===== src/rtl/dna_serial_desc_if.sv =====
// Byte-stream and request bundle between the control-endpoint responder and
// the DNA serial-number descriptor source.
interface dna_serial_desc_if;
    logic        req;
    logic [15:0] req_len;
    logic        abort;
    logic [7:0]  out_data;
    logic        out_valid;
    logic        out_ready;
    logic        out_last;
    logic        busy;
    logic        done;

    // Descriptor source side.
    modport slave (
        input  req, req_len, abort, out_ready,
        output out_data, out_valid, out_last, busy, done
    );

    // Responder side: issues requests and consumes bytes.
    modport master (
        output req, req_len, abort, out_ready,
        input  out_data, out_valid, out_last, busy, done
    );
endinterface


===== src/rtl/dna_serial_desc.sv =====
// Serves the latched 57-bit device DNA as a USB string descriptor:
// 15 hex digits in UTF-16LE, 32 bytes total, truncated to the host wLength.
//
// state | meaning
// ------+-----------------------------------------------------------
// IDLE  | no transfer; waiting for req
// WAIT  | request accepted before the DNA latch is valid
// SEND  | streaming descriptor bytes, out_valid held high
module dna_serial_desc #(
    parameter logic [7:0] DESC_TYPE = 8'h03,
    parameter bit         LOWERCASE = 1'b0
) (
    input  logic                  clk_48,
    input  logic                  rst_n,
    input  logic [56:0]           dna,
    input  logic                  dna_ready,
    dna_serial_desc_if.slave      bus
);

    typedef enum logic [1:0] {IDLE, WAIT, SEND} state_t;

    state_t      state, state_nxt;
    logic [56:0] dna_q;
    logic        dna_vld;
    logic [4:0]  idx, idx_nxt;
    logic [5:0]  len_q, len_nxt, req_l;
    logic [7:0]  data_nxt;
    logic        valid_nxt, last_nxt, done_nxt;

    // Byte i of the descriptor. Digit k is nibble (14-k) of {3'b000, d}, so
    // the shift from the LSB is 56-4k; (i-2)>>1 == i[4:1]-1 for even i >= 2.
    function automatic logic [7:0] desc_byte(input logic [4:0] i, input logic [56:0] d);
        logic [59:0] v;
        logic [3:0]  k;
        logic [5:0]  sh;
        logic [3:0]  nib;
        logic [7:0]  base;
        v    = {3'b000, d};
        k    = i[4:1] - 4'd1;
        sh   = 6'd56 - {k, 2'b00};
        nib  = 4'(v >> sh);
        base = LOWERCASE ? 8'h61 : 8'h41;
        if (i == 5'd0)
            desc_byte = 8'd32;
        else if (i == 5'd1)
            desc_byte = DESC_TYPE;
        else if (i[0])
            desc_byte = 8'h00;
        else if (nib < 4'd10)
            desc_byte = 8'h30 + {4'h0, nib};
        else
            desc_byte = base + {4'h0, nib} - 8'd10;
    endfunction

    // Clamp wLength to the descriptor size with a full 16-bit compare.
    always_comb begin
        req_l = (bus.req_len > 16'd32) ? 6'd32 : bus.req_len[5:0];
    end

    // Capture the DNA once per reset, on the first cycle it is reported ready.
    always_ff @(posedge clk_48 or negedge rst_n) begin
        if (!rst_n) begin
            dna_q   <= 57'd0;
            dna_vld <= 1'b0;
        end else if (dna_ready && !dna_vld) begin
            dna_q   <= dna;
            dna_vld <= 1'b1;
        end
    end

    // Next state, byte index and the registered output values.
    always_comb begin
        state_nxt = state;
        idx_nxt   = idx;
        len_nxt   = len_q;
        done_nxt  = 1'b0;

        case (state)
            IDLE: begin
                if (bus.req) begin
                    if (req_l == 6'd0) begin
                        done_nxt = 1'b1;
                    end else begin
                        len_nxt   = req_l;
                        idx_nxt   = 5'd0;
                        state_nxt = dna_vld ? SEND : WAIT;
                    end
                end
            end
            WAIT: begin
                if (dna_vld) begin
                    state_nxt = SEND;
                    idx_nxt   = 5'd0;
                end
            end
            SEND: begin
                if (bus.out_valid && bus.out_ready) begin
                    if (bus.out_last) begin
                        state_nxt = IDLE;
                        done_nxt  = 1'b1;
                    end else begin
                        idx_nxt = idx + 5'd1;
                    end
                end
            end
            default: state_nxt = IDLE;
        endcase

        // Abort overrides everything, including a simultaneous req.
        if (bus.abort) begin
            state_nxt = IDLE;
            idx_nxt   = 5'd0;
            done_nxt  = 1'b0;
        end

        valid_nxt = (state_nxt == SEND);
        data_nxt  = valid_nxt ? desc_byte(idx_nxt, dna_q) : 8'h00;
        last_nxt  = valid_nxt && ({1'b0, idx_nxt} == (len_nxt - 6'd1));
    end

    // State and output registers; outputs clear asynchronously on reset.
    always_ff @(posedge clk_48 or negedge rst_n) begin
        if (!rst_n) begin
            state         <= IDLE;
            idx           <= 5'd0;
            len_q         <= 6'd0;
            bus.out_data  <= 8'h00;
            bus.out_valid <= 1'b0;
            bus.out_last  <= 1'b0;
            bus.busy      <= 1'b0;
            bus.done      <= 1'b0;
        end else begin
            state         <= state_nxt;
            idx           <= idx_nxt;
            len_q         <= len_nxt;
            bus.out_data  <= data_nxt;
            bus.out_valid <= valid_nxt;
            bus.out_last  <= last_nxt;
            bus.busy      <= (state_nxt != IDLE);
            bus.done      <= done_nxt;
        end
    end

endmodule


===== src/flat_wrapper.sv =====
// flat-port wrapper written by rule: the top's interface ports become plain ports
module dna_serial_desc_flat 
#(
    parameter logic [7:0] DESC_TYPE = 8'h03,
    parameter bit         LOWERCASE = 1'b0
)
  (clk_48, rst_n, dna, dna_ready, bus_req, bus_req_len, bus_abort, bus_out_ready, bus_out_data, bus_out_valid, bus_out_last, bus_busy, bus_done);
  dna_serial_desc_if bus_i ();
  input  logic clk_48;
  input  logic rst_n;
  input  logic [56:0] dna;
  input  logic dna_ready;
  input wire logic [$bits(bus_i.req)-1:0] bus_req;
  input wire logic [$bits(bus_i.req_len)-1:0] bus_req_len;
  input wire logic [$bits(bus_i.abort)-1:0] bus_abort;
  input wire logic [$bits(bus_i.out_ready)-1:0] bus_out_ready;
  output wire logic [$bits(bus_i.out_data)-1:0] bus_out_data;
  output wire logic [$bits(bus_i.out_valid)-1:0] bus_out_valid;
  output wire logic [$bits(bus_i.out_last)-1:0] bus_out_last;
  output wire logic [$bits(bus_i.busy)-1:0] bus_busy;
  output wire logic [$bits(bus_i.done)-1:0] bus_done;
  assign bus_i.req = bus_req;
  assign bus_i.req_len = bus_req_len;
  assign bus_i.abort = bus_abort;
  assign bus_i.out_ready = bus_out_ready;
  assign bus_out_data = bus_i.out_data;
  assign bus_out_valid = bus_i.out_valid;
  assign bus_out_last = bus_i.out_last;
  assign bus_busy = bus_i.busy;
  assign bus_done = bus_i.done;
  dna_serial_desc #(.DESC_TYPE(DESC_TYPE), .LOWERCASE(LOWERCASE)) u_core (.clk_48(clk_48), .rst_n(rst_n), .dna(dna), .dna_ready(dna_ready), .bus(bus_i));
endmodule

===== config.mk =====
export PLATFORM = sky130hd
export DESIGN_NAME = dna_serial_desc_flat
export DESIGN_NICKNAME = d
export VERILOG_FILES = /design/src/rtl/dna_serial_desc_if.sv /design/src/rtl/dna_serial_desc.sv /design/src/flat_wrapper.sv
export SDC_FILE = /design/constraint.sdc
export NUM_CORES = 1
export LEC_CHECK = 0
export CAP_MARGIN = 20
export CORE_ASPECT_RATIO = 2
export CORE_MARGIN = 4
export CORE_UTILIZATION = 45
export DETAILED_ROUTE_END_ITERATION = 6
export HOLD_SLACK_MARGIN = 0.1
export PLACE_DENSITY = 0.71
export SYNTH_ARGS = -nofsm -noshare
export SYNTH_HDL_FRONTEND = slang
export SYNTH_SLANG_ARGS = --single-unit

===== constraint.sdc =====
create_clock -name clk_48 -period 7.7 [get_ports clk_48]
set_clock_uncertainty 0.1 [all_clocks]
set_input_delay 1.155 -clock clk_48 [delete_from_list [all_inputs] [get_ports clk_48]]
set_output_delay 1.155 -clock clk_48 [all_outputs]
set_load 0.01 [all_outputs]

==> results of run 1 <==
-- cells by family (layout without fill, tap and decap cells) --
group / after synthesis / after routing
compound gates: 92 / 92
xor+xnor: 9 / 9
fa+ha+maj: 4 / 4
buf+inv: 33 / 122
flops: 82 / 82
mux: 73 / 73
other cells: 1 / 1
simple gates: 113 / 113
-- layout by cell type (no fill, tap or decap), drive strengths merged, types with 7 or more instances in the layout --
master / instances
a21oi: 21
clkbuf: 10
clkdlybuf4s50: 88
dfrtp: 82
inv: 13
mux2: 62
mux2i: 8
nand2: 21
nand3: 17
nor2: 18
nor3: 16
nor4: 7
o211ai: 7
o21ai: 13
xnor2: 8
-- through the flow --
stage	worst slack (ps)	instance area, um^2	hold WS [ps]
detailed placement	1440	5450	397
global route	1330	5830	415
finish	1760	5830	406
global placement	1570	5450	388
CTS	1760	5810	408
floorplan	2560	4480	375
-- state kept, by name (all words and copies together), names as in the netlist --
| signal | flops |
|---|---|
| u_core.bus.busy | 1 |
| u_core.len_q | 6 |
| u_core.dna_vld | 1 |
| u_core.bus.out_last | 1 |
| u_core.bus.done | 1 |
| u_core.bus.out_data | 7 |
| u_core.idx | 5 |
| u_core.state | 2 |
| u_core.dna_q | 57 |
| u_core.bus.out_valid | 1 |
-- report_power, final --
| group | internal, mW | switching, mW |
|---|---|---|
| Sequential | 0.469 | 0.0275 |
| Clock | 0.326 | 0.170 |
| Combinational | 0.0789 | 0.0476 |
| Total | 0.874 | 0.245 |
-- worst max-delay path, delay by kind of cell --
kind,cells,cell delay (ps)
AND/OR/NAND/NOR,6,1680
multiplexers,1,300
buffers and inverters,3,1030
AO/OA/AOI/OAI,3,980
adder cells (fa/ha/maj),2,900
-- cell type report --
| class | count | share of cell area |
|---|---|---|
| Tap cell | 132 | 0.0284 |
| Sequential cell | 82 | 0.352 |
| Clock inverter | 6 | 0.0195 |
| Inverter | 13 | 0.00881 |
| Timing Repair Buffer | 93 | 0.160 |
| Multi-Input combinational cell | 292 | 0.390 |
| Clock buffer | 10 | 0.0410 |
-- layer usage --
layer / vias up / GRT usage / share of wire
met5: - / 0 / 0
met4: 0 / 0.105 / 0.041
met3: 28 / 0.0302 / 0.044
met2: 128 / 0.397 / 0.58
met1: 1806 / 0.206 / 0.33
li1: 1697 / - / -
-- path summary, 6_finish.rpt --
check	from	end	slack, ps	cells after the start
max	bus_req_len[0]	u_core.bus.out_data[6]$_DFF_PN0_	1760	15
min	u_core.dna_q[31]$_DFFE_PN0P_	u_core.dna_q[31]$_DFFE_PN0P_	410	1
max in group asynchronous	rst_n	u_core.dna_q[35]$_DFFE_PN0P_	6200	2
max reg2reg	u_core.state[0]$_DFF_PN0_	u_core.bus.out_data[6]$_DFF_PN0_	2630	14
min reg2reg	u_core.dna_q[31]$_DFFE_PN0P_	u_core.dna_q[31]$_DFFE_PN0P_	410	1
min in group asynchronous	rst_n	u_core.dna_q[25]$_DFFE_PN0P_	700	1
==> qor.yml, run 1 <==
finish:
  final_cells: 628
  n_fill_cell: 849
  multiInputGateArea_um2: 2270
  area_delta_synth_final_pct: 30.1
  seq_area_um2: 2050
  fin_util: 0.597
  drive_gt1_frac: 0.212
  finalNetCount: 574
  diodes: 0
synthesis:
  syn_area_per_cell_um2: 11.0
  synth_top_family_by_area: "multiplexers"
  synth_edf_count: 0
  ys_ff_latch: 82
  synthTopCellsByArea: "dfrtp_1, mux2_2, a21oi_1"
  synthXorXnorAreaFrac: 0.0176
  synth_compound_area_frac: 0.150
  synth_cells: 407
  synth.largest_area_cell: "dfrtp_1"
  yosys_most_used_dff: "dfrtp_1"
  synth_top_cell_area_share: 0.458
  synth_cell_types: 71
  synth_most_common_cell: "dfrtp_1"
  synthAdderAreaFrac: 0.0112
  synth.top_cells.by_count: "dfrtp_1, mux2_2, a21oi_1, nand2_1, nor2_1"
  synth-seq-area-share: 0.458
  synth-warning-count: 0
  async_flop_share: 1.00
  synth_simple_gate_area_frac: 0.137
  synth_area_um2: 4480
  synth_nets: 490
  synthMuxAreaShare: 0.189
placed_design:
  port_buffers: 89
  post-dp-hpwl_um: 8970
  dpl.cell_count: 611
  gp_congestion: 0.977
cts:
  ctsResizeCount: 0
  path_clk_slew_ps: 60
  clock-sinks: 82
  cts_tree: "done"
  htreeDepth: 3
  clk_latency_ps: 330
  root_buffer: "clkbuf_16"
  cts_buffers: 9
  ctsHoldBuffers: 0
  max-clock-path-buffers: 2
  post_cts_buffers: 0
power_and_ir_drop:
  totalPowerFinal_mw: 1.12
  power.density_nw_per_um2: 192
  leakage_nw: 2.42
  worst_ir_drop_vdd_uv: 166
detailed_routing:
  ant_nets: 0
  wl_per_cell_um: 18.6
  firstDrtPassIters: 5
  wirelength_um: 11700
  vias_per_cell: 5.83
  drt_iter0_markers: 206
  drc: 0
  vias: 3659
critical_path:
  critPathArrivalTime_ps: 6060
  crit_chain: "clkdlybuf4s50_1 > or4_4 > nor4_4 > a41o_2 > or2_1 > inv_4 > ha_1 > inv_1 > nand2_1 > o311ai_2 > nand2_1 > mux2i_1 > ha_1 > o21bai_1 > and3b_1"
  path_max_fanout: 22
  startpoint_type: "input port"
  worstSetupEndpointType: "flop"
  path_class: "input port to flop"
  cpMaxStageDelayCell: "ha_1"
  max_stage_delay_ps: 660
  required_ps: 7820
timing:
  setup_violations: 0
  slew_viol_final: 0
  rsz0062_at_grt: "no"
  final.setup.tns_ps: 0
  worst_pin_slew_ps: 886
  timing.final.crit_period_ps: 5940
  slew_headroom: 0.409
  fin_crit_sh: 0.771
  hold_viol_final: 0
  fmax_mhz: 168
grt:
  track_usage: 0.206
  antenna_found_initial: 0
  grt_pass1_vias: 3803
  overflow: 0
  grt_pass1_wl_um: 18700
  grt_start_max_net_pins: 83
run_status:
  status: "complete, no violations"
die:
  initial_core_util: 0.459
  dieArea_um2: 11700
  core-area_um2: 9760
  rows: 51
  die_h_um: 149
  io_pins: 91
  die_x_um: 78.5
min_path:
  hold_class: "flop to flop"
run:
  drv_cap: 0
Power figures use the tool's default switching activity.
==> run 2, diff against run 1 <==
PLACE_DENSITY = 0.74   (was 0.71)
clock period = 5.31 ns   (was 7.7 ns; I/O delays follow)
==> run 2 against run 1 <==
Effect of this change: count of clock-buffer cells in the layout down 1; total power up 41%; wire length up 1.1%; final area up 0.94%; clock power up 35%; non-clock buffer count up 10; die area unchanged; utilization up 0.56 points; critical path depth unchanged; sequential power up 45%; critical endpoint is now u_core.bus.out_data[1]$_DFF_PN0_.
==> qor.yml, run 2 (synthesis results as in run 1) <==
finish:
  drive_gt1_frac: 0.227
  finalNetCount: 584
  largest_reg_flops: 57
  final_cell_mix: "clkdlybuf4s50_1, dfrtp_1, mux2_2"
  multiInputGateArea_um2: 2270
  n_fill_cell: 829
  final_common_cell: "clkdlybuf4s50_1"
  seq_area_um2: 2050
  diodes: 0
  area_delta_synth_final_pct: 31.3
  largestRegisters: "u_core.dna_q x57, u_core.bus.out_data x7, u_core.len_q x6"
  top_register: "u_core.dna_q"
die:
  dieArea_um2: 11700
  die_x_um: 78.5
  io_pins: 91
  rows: 51
  initial_core_util: 0.459
  die_h_um: 149
  core-area_um2: 9760
timing:
  timing.final.crit_period_ps: 4650
  hold_slack_ps: 240
  fin_crit_sh: 0.876
  slew_viol_final: 0
  rsz0062_at_grt: "no"
  hold_viol_final: 0
  final.setup.tns_ps: 0
  slew_headroom: 0.506
  fin_ws_ps: 660
  worst_pin_slew_ps: 739
  setup_violations: 0
  fmax_mhz: 215
cts:
  cts_buffers: 9
  clock-sinks: 82
  ctsResizeCount: 0
  root_buffer: "clkbuf_16"
  path_clk_slew_ps: 60
  ctsHoldBuffers: 0
  max-clock-path-buffers: 2
  post_cts_buffers: 0
  clk_latency_ps: 340
  cts_tree: "done"
  htreeDepth: 3
power_and_ir_drop:
  worst_ir_drop_vdd_uv: 202
  leakage_nw: 2.46
  power.density_nw_per_um2: 268
critical_path:
  startpoint_type: "input port"
  path_max_fanout: 10
  cpMaxStageDelayCell: "or4_4"
  path_class: "input port to flop"
  crit_chain: "clkdlybuf4s50_1 > or4_4 > nor4_4 > a41o_2 > or2_1 > inv_4 > ha_1 > inv_1 > nand2_1 > o311ai_2 > nand2_1 > mux2i_1 > ha_1 > a21o_1 > o21ai_1"
  path_delay_family: "simple AND/OR/NAND/NOR gates"
  worstSetupEndpointType: "flop"
  critPathBufInv: 3
  max_stage_delay_ps: 580
  critPathArrivalTime_ps: 4810
  required_ps: 5470
min_path:
  hold_class: "input port to async pin"
detailed_routing:
  wirelength_um: 11800
  ant_nets: 0
  drt_iter0_markers: 187
  wl_per_cell_um: 18.5
  vias: 3696
  vias_per_cell: 5.79
  drc: 0
  firstDrtPassIters: 4
grt:
  grt_pass1_vias: 3860
  grt_start_max_net_pins: 83
  grt_pass1_wl_um: 18900
  track_usage: 0.210
  overflow: 0
  antenna_found_initial: 0
placed_design:
  pre_cts_ws_ps: 355
  port_buffers: 89
  gp_congestion: 0.948
  post-dp-hpwl_um: 9180
run_status:
  status: "complete, no violations"
run:
  drv_cap: 0
## run 2: path summary, 6_finish.rpt
check	from	depth (start not counted)	endpoint	slack (ps)
max	bus_req_len[0]	15	u_core.bus.out_data[1]$_DFF_PN0_	660
min	rst_n	1	u_core.dna_q[19]$_DFFE_PN0P_	240
max reg2reg	u_core.state[0]$_DFF_PN0_	14	u_core.bus.out_data[1]$_DFF_PN0_	1020
min reg2reg	u_core.dna_q[28]$_DFFE_PN0P_	1	u_core.dna_q[28]$_DFFE_PN0P_	410
max in group asynchronous	rst_n	2	u_core.len_q[5]$_DFF_PN0_	4280
min in group clk_48	u_core.dna_q[28]$_DFFE_PN0P_	1	u_core.dna_q[28]$_DFFE_PN0P_	410
## run 2: layout make-up
class	instances	share of cell area
clock inverter	7	0.0170
timing repair buffer	103	0.172
inverter	13	0.00872
multi-input combinational	292	0.387
sequential	82	0.349
clock buffer	9	0.0383
tap	132	0.0281
## run 2: metal layers
| metal | vias up | routed length, um | global-route usage |
|---|---|---|---|
| li1 | 1716 | - | - |
| met1 | 1812 | 4050 | 0.207 |
| met2 | 118 | 6580 | 0.381 |
| met3 | 50 | 421 | 0.0447 |
| met4 | 0 | 761 | 0.147 |
| met5 | - | 0 | 0 |
## run 2: worst reg2reg max path, delay by kind of cell, from the launching register on
family	cells	cell delay [ps]
DFF	1	470
adders and majority gates	2	700
buffers and inverters	2	250
muxes	2	650
and+or+nand+nor	4	970
AOI/OAI and AO/OA	4	1080
## run 2: report_power, final
group | total [mW] | internal, mW | leakage [nW] | switching, mW
clock network | 0.672 | 0.415 | 0.154 | 0.257
logic | 0.184 | 0.116 | 1.27 | 0.0671
registers | 0.721 | 0.680 | 1.04 | 0.0409
total | 1.58 | 1.21 | 2.46 | 0.365
## run 2: per-stage QoR
| stage | utilization | cell area, um^2 | cells | power, mW |
|---|---|---|---|---|
| 6_report | 0.602 | 5880 | 638 | 1.58 |
| 5_1_grt | 0.602 | 5880 | 638 | 1.63 |
| 4_1_cts | 0.600 | 5850 | 637 | 1.58 |
| 3_5_place_dp | 0.566 | 5530 | 621 | 0.914 |
| 3_3_place_gp | 0.566 | 5530 | 621 | 0.907 |
| 2_1_floorplan | - | 4480 | 407 | 0.802 |
